==> src/rtl/tpu_pkg.sv <==
// Shared definitions for the Mini TPU front-end scheduler: opcodes, opcode field, NOP word, FSM states.
package tpu_pkg;

  localparam int INSTR_W = 16;
  localparam int OP_MSB  = 15;
  localparam int OP_LSB  = 14;

  localparam logic [1:0] OP_NOP   = 2'b00;
  localparam logic [1:0] OP_RUN   = 2'b01;
  localparam logic [1:0] OP_LOAD  = 2'b10;
  localparam logic [1:0] OP_STORE = 2'b11;

  localparam logic [INSTR_W-1:0] NOP_WORD = 16'h0000;

  typedef enum logic [2:0] {
    ST_IDLE  = 3'd0,
    ST_LOAD  = 3'd1,
    ST_CLR   = 3'd2,
    ST_RUN   = 3'd3,
    ST_STORE = 3'd4,
    ST_RESP  = 3'd5
  } sched_state_t;

  function automatic logic [1:0] get_opcode(input logic [INSTR_W-1:0] instr);
    return instr[OP_MSB:OP_LSB];
  endfunction

endpackage

==> src/rtl/tpu_scheduler_if.sv <==
// Host-side and control-unit-side signals of the scheduler; slave = scheduler, master = host/control model.
interface tpu_scheduler_if #(
  parameter int DATA_WIDTH = 8
);
  logic [15:0]           in_instr;
  logic                  in_valid;
  logic                  in_ready;
  logic [15:0]           instr_out;
  logic                  ctrl_rst_n;
  logic [DATA_WIDTH-1:0] array_result;
  logic [DATA_WIDTH-1:0] result_out;
  logic                  result_valid;
  logic                  result_ready;
  logic                  run_done;
  logic                  busy;

  modport slave (
    input  in_instr, in_valid, array_result, result_ready,
    output in_ready, instr_out, ctrl_rst_n, result_out, result_valid, run_done, busy
  );

  modport master (
    output in_instr, in_valid, array_result, result_ready,
    input  in_ready, instr_out, ctrl_rst_n, result_out, result_valid, run_done, busy
  );
endinterface

==> src/rtl/tpu_instr_fifo.sv <==
// Synchronous instruction FIFO with first-word-fall-through read port and occupancy count.
module tpu_instr_fifo #(
  parameter int DATA  = 16,
  parameter int DEPTH = 4
) (
  input  logic                         clk,
  input  logic                         rst,
  input  logic                         push,
  input  logic [DATA-1:0]              wr_data,
  input  logic                         pop,
  output logic [DATA-1:0]              rd_data,
  output logic                         full,
  output logic                         empty,
  output logic [$clog2(DEPTH+1)-1:0]   count
);
  localparam int PTR_W = $clog2(DEPTH);
  localparam int CNT_W = $clog2(DEPTH+1);

  logic [DATA-1:0]  mem [DEPTH];
  logic [PTR_W-1:0] wr_ptr;
  logic [PTR_W-1:0] rd_ptr;
  logic             do_push;
  logic             do_pop;

  assign full    = (count == CNT_W'(DEPTH));
  assign empty   = (count == '0);
  assign do_push = push && !full;
  assign do_pop  = pop && !empty;
  assign rd_data = mem[rd_ptr];

  always_ff @(posedge clk) begin
    if (do_push) mem[wr_ptr] <= wr_data;
  end

  // Pointers wrap naturally since DEPTH is a power of two.
  always_ff @(posedge clk) begin
    if (rst) begin
      wr_ptr <= '0;
      rd_ptr <= '0;
      count  <= '0;
    end else begin
      if (do_push) wr_ptr <= wr_ptr + 1'b1;
      if (do_pop)  rd_ptr <= rd_ptr + 1'b1;
      case ({do_push, do_pop})
        2'b10:   count <= count + 1'b1;
        2'b01:   count <= count - 1'b1;
        default: count <= count;
      endcase
    end
  end
endmodule

==> src/rtl/tpu_scheduler.sv <==
// Front-end sequencer: queues host instructions and issues them one at a time to the control unit.
module tpu_scheduler
  import tpu_pkg::*;
#(
  parameter int DATA_WIDTH = 8,
  parameter int FIFO_DEPTH = 4,
  parameter int RUN_CYCLES = 8
) (
  input logic             clk,
  input logic             rst,
  tpu_scheduler_if.slave  bus
);
  localparam int RC_W = $clog2(RUN_CYCLES+1);
  localparam int FC_W = $clog2(FIFO_DEPTH+1);
  localparam logic [RC_W-1:0] RUN_LAST = RC_W'(RUN_CYCLES-1);

  sched_state_t          state;
  logic [RC_W-1:0]       run_cnt;
  logic [INSTR_W-1:0]    cur_instr;
  logic [INSTR_W-1:0]    instr_q;
  logic                  ctrl_rst_n_q;
  logic [DATA_WIDTH-1:0] result_q;
  logic                  result_valid_q;
  logic                  run_done_q;

  logic [INSTR_W-1:0]    fifo_head;
  logic                  fifo_full;
  logic                  fifo_empty;
  logic [FC_W-1:0]       fifo_count;
  logic                  fifo_push;
  logic                  fifo_pop;

  assign fifo_push = bus.in_valid && !fifo_full;
  assign fifo_pop  = (state == ST_IDLE) && !fifo_empty;

  tpu_instr_fifo #(
    .DATA  (INSTR_W),
    .DEPTH (FIFO_DEPTH)
  ) u_fifo (
    .clk     (clk),
    .rst     (rst),
    .push    (fifo_push),
    .wr_data (bus.in_instr),
    .pop     (fifo_pop),
    .rd_data (fifo_head),
    .full    (fifo_full),
    .empty   (fifo_empty),
    .count   (fifo_count)
  );

  // Outputs are loaded on the transition into a state, so they reflect that state while in it.
  always_ff @(posedge clk) begin
    if (rst) begin
      state          <= ST_IDLE;
      run_cnt        <= '0;
      cur_instr      <= NOP_WORD;
      instr_q        <= NOP_WORD;
      ctrl_rst_n_q   <= 1'b0;
      result_q       <= '0;
      result_valid_q <= 1'b0;
      run_done_q     <= 1'b0;
    end else begin
      run_done_q <= 1'b0;
      case (state)
        ST_IDLE: begin
          instr_q      <= NOP_WORD;
          ctrl_rst_n_q <= 1'b1;
          if (!fifo_empty) begin
            cur_instr <= fifo_head;
            case (get_opcode(fifo_head))
              OP_LOAD: begin
                instr_q <= fifo_head;
                state   <= ST_LOAD;
              end
              OP_STORE: begin
                instr_q <= fifo_head;
                state   <= ST_STORE;
              end
              OP_RUN: begin
                ctrl_rst_n_q <= 1'b0;
                state        <= ST_CLR;
              end
              default: state <= ST_IDLE;
            endcase
          end
        end
        ST_LOAD: begin
          instr_q <= NOP_WORD;
          state   <= ST_IDLE;
        end
        ST_CLR: begin
          ctrl_rst_n_q <= 1'b1;
          instr_q      <= cur_instr;
          run_cnt      <= '0;
          state        <= ST_RUN;
        end
        ST_RUN: begin
          run_cnt <= run_cnt + 1'b1;
          if (run_cnt == RUN_LAST) begin
            instr_q    <= NOP_WORD;
            run_done_q <= 1'b1;
            state      <= ST_IDLE;
          end
        end
        ST_STORE: begin
          instr_q        <= NOP_WORD;
          result_q       <= bus.array_result;
          result_valid_q <= 1'b1;
          state          <= ST_RESP;
        end
        ST_RESP: begin
          if (bus.result_ready) begin
            result_valid_q <= 1'b0;
            state          <= ST_IDLE;
          end
        end
        default: begin
          instr_q <= NOP_WORD;
          state   <= ST_IDLE;
        end
      endcase
    end
  end

  assign bus.in_ready     = !fifo_full;
  assign bus.instr_out    = instr_q;
  assign bus.ctrl_rst_n   = ctrl_rst_n_q;
  assign bus.result_out   = result_q;
  assign bus.result_valid = result_valid_q;
  assign bus.run_done     = run_done_q;
  assign bus.busy         = (state != ST_IDLE) || (fifo_count != '0);
endmodule

==> src/flat_wrapper.sv <==
// flat-port wrapper written by rule: the top's interface ports become plain ports
module tpu_scheduler_flat import tpu_pkg::*;
#(
  parameter int DATA_WIDTH = 8,
  parameter int FIFO_DEPTH = 4,
  parameter int RUN_CYCLES = 8
)
  (clk, rst, bus_in_instr, bus_in_valid, bus_array_result, bus_result_ready, bus_in_ready, bus_instr_out, bus_ctrl_rst_n, bus_result_out, bus_result_valid, bus_run_done, bus_busy);
  tpu_scheduler_if #(.DATA_WIDTH(DATA_WIDTH)) bus_i ();
  input logic clk;
  input logic rst;
  input wire logic [$bits(bus_i.in_instr)-1:0] bus_in_instr;
  input wire logic [$bits(bus_i.in_valid)-1:0] bus_in_valid;
  input wire logic [$bits(bus_i.array_result)-1:0] bus_array_result;
  input wire logic [$bits(bus_i.result_ready)-1:0] bus_result_ready;
  output wire logic [$bits(bus_i.in_ready)-1:0] bus_in_ready;
  output wire logic [$bits(bus_i.instr_out)-1:0] bus_instr_out;
  output wire logic [$bits(bus_i.ctrl_rst_n)-1:0] bus_ctrl_rst_n;
  output wire logic [$bits(bus_i.result_out)-1:0] bus_result_out;
  output wire logic [$bits(bus_i.result_valid)-1:0] bus_result_valid;
  output wire logic [$bits(bus_i.run_done)-1:0] bus_run_done;
  output wire logic [$bits(bus_i.busy)-1:0] bus_busy;
  assign bus_i.in_instr = bus_in_instr;
  assign bus_i.in_valid = bus_in_valid;
  assign bus_i.array_result = bus_array_result;
  assign bus_i.result_ready = bus_result_ready;
  assign bus_in_ready = bus_i.in_ready;
  assign bus_instr_out = bus_i.instr_out;
  assign bus_ctrl_rst_n = bus_i.ctrl_rst_n;
  assign bus_result_out = bus_i.result_out;
  assign bus_result_valid = bus_i.result_valid;
  assign bus_run_done = bus_i.run_done;
  assign bus_busy = bus_i.busy;
  tpu_scheduler #(.DATA_WIDTH(DATA_WIDTH), .FIFO_DEPTH(FIFO_DEPTH), .RUN_CYCLES(RUN_CYCLES)) u_core (.clk(clk), .rst(rst), .bus(bus_i));
endmodule
==> config.mk <==
export PLATFORM = sky130hd
export DESIGN_NAME = tpu_scheduler_flat
export DESIGN_NICKNAME = d
export VERILOG_FILES = /design/src/rtl/tpu_pkg.sv /design/src/rtl/tpu_scheduler_if.sv /design/src/rtl/tpu_instr_fifo.sv /design/src/rtl/tpu_scheduler.sv /design/src/flat_wrapper.sv
export SDC_FILE = /design/constraint.sdc
export NUM_CORES = 1
export LEC_CHECK = 0
export CORE_ASPECT_RATIO = 1.2
export CORE_MARGIN = 2
export CORE_UTILIZATION = 30
export CTS_CLUSTER_DIAMETER = 80
export DETAILED_ROUTE_END_ITERATION = 10
export PLACE_DENSITY_LB_ADDON = 0.1
export SETUP_SLACK_MARGIN = 0.3
export SLEW_MARGIN = 10
export SYNTH_ARGS = -nofsm -noshare
export SYNTH_HDL_FRONTEND = slang
export SYNTH_HIERARCHICAL = 1
export SYNTH_SLANG_ARGS = --single-unit
==> constraint.sdc <==
create_clock -name clk -period 3.8 [get_ports clk]
set_input_delay 0.38 -clock clk [delete_from_list [all_inputs] [get_ports clk]]
set_output_delay 0.38 -clock clk [all_outputs]
set_load 0.02 [all_outputs]
==> run_results.csv <==
group,metric,value,unit
placed_design,place_area,5610,um^2
setup_path,slowest_stage,"or4_4",
setup_path,path_delay_family,"simple AND/OR/NAND/NOR gates",
timing,report.final.slew_viol_count,0,
power,power,4.36,mW
global_route,grt_max_degree,56,
setup_path,cpPeakStageDelay,750,ps
setup_path,arrival,3230,ps
synth,syn_nets,413,
die,die_w,121,um
die,core,16100,um^2
die,fp.dieH,144,um
synth,syn_inst,378,
timing,rsz0062_at_grt,"false",
synth,ys_ff_latch,123,
clocking,cts_tree,"built",
synth,yosysMostFrequentCell,"edfxtp_1",
setup_path,worst-path-max-fanout,19,
setup_path,r2r_end,"u_core/u_fifo/count[2]",
final_layout,diodes,0,
placed_design,port_buffers,56,
setup_path,rrSetupSlack,900,ps
setup_path,r2r_start,"u_core/state[1]",
clocking,cts_sinks,123,
clocking,cts_made_buffers,17,
setup_path,critPathBufInv,3,
setup_path,endpoint_kind,"register",
clocking,htree_levels,4,
timing,layout_setup_ws,903,ps
setup_path,critPathCapture,"u_core/u_fifo/count[2]",
timing,maxSlewHeadroom,32.5,%
drt,dr.first_iter.drc_count,142,
die,initial_core_util,30.4,%
placed_design,post-place-ws,898,ps
synth,syn_area,4890,um^2
setup_path,path_cells,"or4_4, clkinv_4, o31ai_1, inv_1, ha_1, inv_1, fa_1, xor2_1, or3_1, a21oi_1",
die,core.rowCount,51,
synth,yosysWarnings,6,
clocking,clock_latency,410,ps
clocking,path_clk_slew,60,ps
power,leakage,2.05,nW
drt,ant_nets,0,
clocking,cts_root_buffer,"clkbuf_16",
synth,ys_seq_area_share,63.4,%
drt,drc,0,
timing,fin_setup_tns,0,ps
placed_design,gp_congestion,0.735,
placed_design,dpl.hpwl,6630,um
synth,syn_area_per_cell,12.9,um^2
global_route,grt_pass1_vias,3065,
global_route,overflow,0,
drt,num_vias,3014,
synth,synthTopCellsByCount,"edfxtp_1 (64), dfxtp_1 (59), nand2_1 (53)",
timing,post-route-period-util,76.2,%
synth,synth_area_leaders,"edfxtp_1 (39%), dfxtp_1 (24%), mux4_2 (4.6%)",
clocking,cts_hold_buf,0,
setup_path,ff2ff_path_depth,10,
drt,post_drt_wl_per_cell,15.8,um
synth,yosysUniqueCellTypes,44,
setup_path,path_class,"reg -> reg",
power,powerDensity,708,nW/um^2
min_path,min_path_type,"in -> reg",
timing,fin_crit,2900,ps
run_status,status,"completed",
global_route,grtUsageTotal,12.7,%
drt,wirelength,10400,um
timing,setup_viol,0,
final_layout,drive_gt1_share,11.7,%
timing,hold_viol_final,0,
die,dieArea,17400,um^2
timing,worstMarginPinSlew,1010,ps
setup_path,path_depth,10,
setup_path,crit_top_cell,"inv_1",
final_layout,nets,469,
clocking,cts_resized,0,
synth,synth_edf_count,64,
final_layout,fin_area,6150,um^2
power,ir_worst_vdd,279,uV
timing,clock.fmax,0.345,GHz
setup_path,required,4140,ps
run,drv_cap,0,
synth,ys.flop_type,"edfxtp_1",
timing,final.setup_skew,6.29,ps
setup_path,crit_start,"u_core/state[1]",
setup_path,start_kind,"register",
synth,netlist.area_leader.share,39.3,%
drt,vias_per_cell,4.58,
clocking,cts_max_path_buffers,2,
drt,first_pass_iters,4,
synth,yosys.area.top_type,"edfxtp_1",
final_layout,area_growth,25.7,%
synth,async_flop_share,0,%
die,io_pins,57,
global_route,antenna_found_initial,0,
clocking,post_cts_buffers,0,
global_route,grt_pass1_wl,16400,um
stage by stage:
step	hold WS, ps	cells	utilization (%)
after floorplan	436	378	-
after global placement	444	627	34.9
after detailed placement	447	627	34.9
after CTS	407	658	38.3
after global routing	421	658	38.3
final	413	658	38.3
power by group:
group          leakage (nW)  total [mW]  internal, mW  switching, mW
clock                 0.265        1.49         0.895          0.593
combinational         0.722        1.09         0.452          0.641
sequential             1.07        1.77          1.64          0.139
total                  2.05        4.36          2.98           1.37
kinds of logic (layout without fill, tap and decap cells):
logic type / after synthesis / after routing / synth area share [%]
adder cells (fa/ha/maj): 7 / 7 / 1.94
AO/OA/AOI/OAI: 70 / 70 / 9.02
buffers and inverters: 35 / 103 / 4.06
flip-flops: 123 / 123 / 63.4
multiplexers: 25 / 25 / 9.66
AND/OR/NAND/NOR: 115 / 115 / 11.4
XOR/XNOR: 3 / 3 / 0.537
metal layers:
layer | track usage [%] | part of all wire, % | routed length (um)
met4 | 5.14 | 1.3 | 137
met1 | 16.1 | 47 | 4850
met2 | 20.0 | 48 | 4980
met5 | 0 | 0 | 0
met3 | 4.25 | 4.0 | 413
placed cells by master, fill, tap and decap left out, types with 3 or more instances in the layout:
cell	count
xor2_1	3
dfxtp_1	59
mux2i_1	9
clkinv_4	6
nor3_1	4
a22oi_1	13
nor2b_1	10
mux4_1	6
inv_1	10
clkbuf_16	17
mux4_2	10
nand2_1	53
and2_1	6
nand3_1	3
nor2_1	20
a31oi_1	9
buf_4	5
ha_1	6
edfxtp_1	64
or3_1	4
o21ai_0	4
o2bb2ai_1	6
clkdlybuf4s50_1	55
a21oi_1	30
worst register-to-register path, cell delays in order (launching register included):
cell and delay [ps]:
dfxtp_1 500, or4_4 760, clkinv_4 190, o31ai_1 120
inv_1 80, ha_1 170, inv_1 60, fa_1 370
xor2_1 160, or3_1 300, a21oi_1 130
state kept, by name (all words and copies together), names as in the netlist, named ones only:
signal	flops
u_core/u_fifo/wr_ptr	2
u_core/cur_instr	16
u_core/bus.run_done	1
u_core/u_fifo/mem	64
u_core/run_cnt	4
u_core/state	3
u_core/bus.ctrl_rst_n	1
u_core/u_fifo/count	3
u_core/bus.result_out	8
u_core/u_fifo/rd_ptr	2
u_core/bus.result_valid	1
u_core/bus.instr_out	16
how the worst min path moves through the flow:
stage | start | to | slack [ps] | cells past startpoint
after floorplan | u_core/cur_instr[12] | u_core/cur_instr[12] | 440 | 2
after global placement | u_core/cur_instr[11] | u_core/cur_instr[11] | 440 | 2
after detailed placement | u_core/cur_instr[4] | u_core/cur_instr[4] | 450 | 2
after CTS | rst | u_core/bus.instr_out[8] | 410 | 3
after global routing | rst | u_core/bus.instr_out[8] | 420 | 3
final | rst | u_core/bus.instr_out[11] | 410 | 3
area by class of cell:
cell class | count | area, um^2
clock inverter | 14 | 124
sequential | 123 | 3100
inverter | 11 | 46.3
clock buffer | 17 | 425
timing repair buffer | 61 | 593
tap | 212 | 265
multi-input combinational | 220 | 1600
fill | 1577 | 9930
Power figures use the tool's default switching activity.
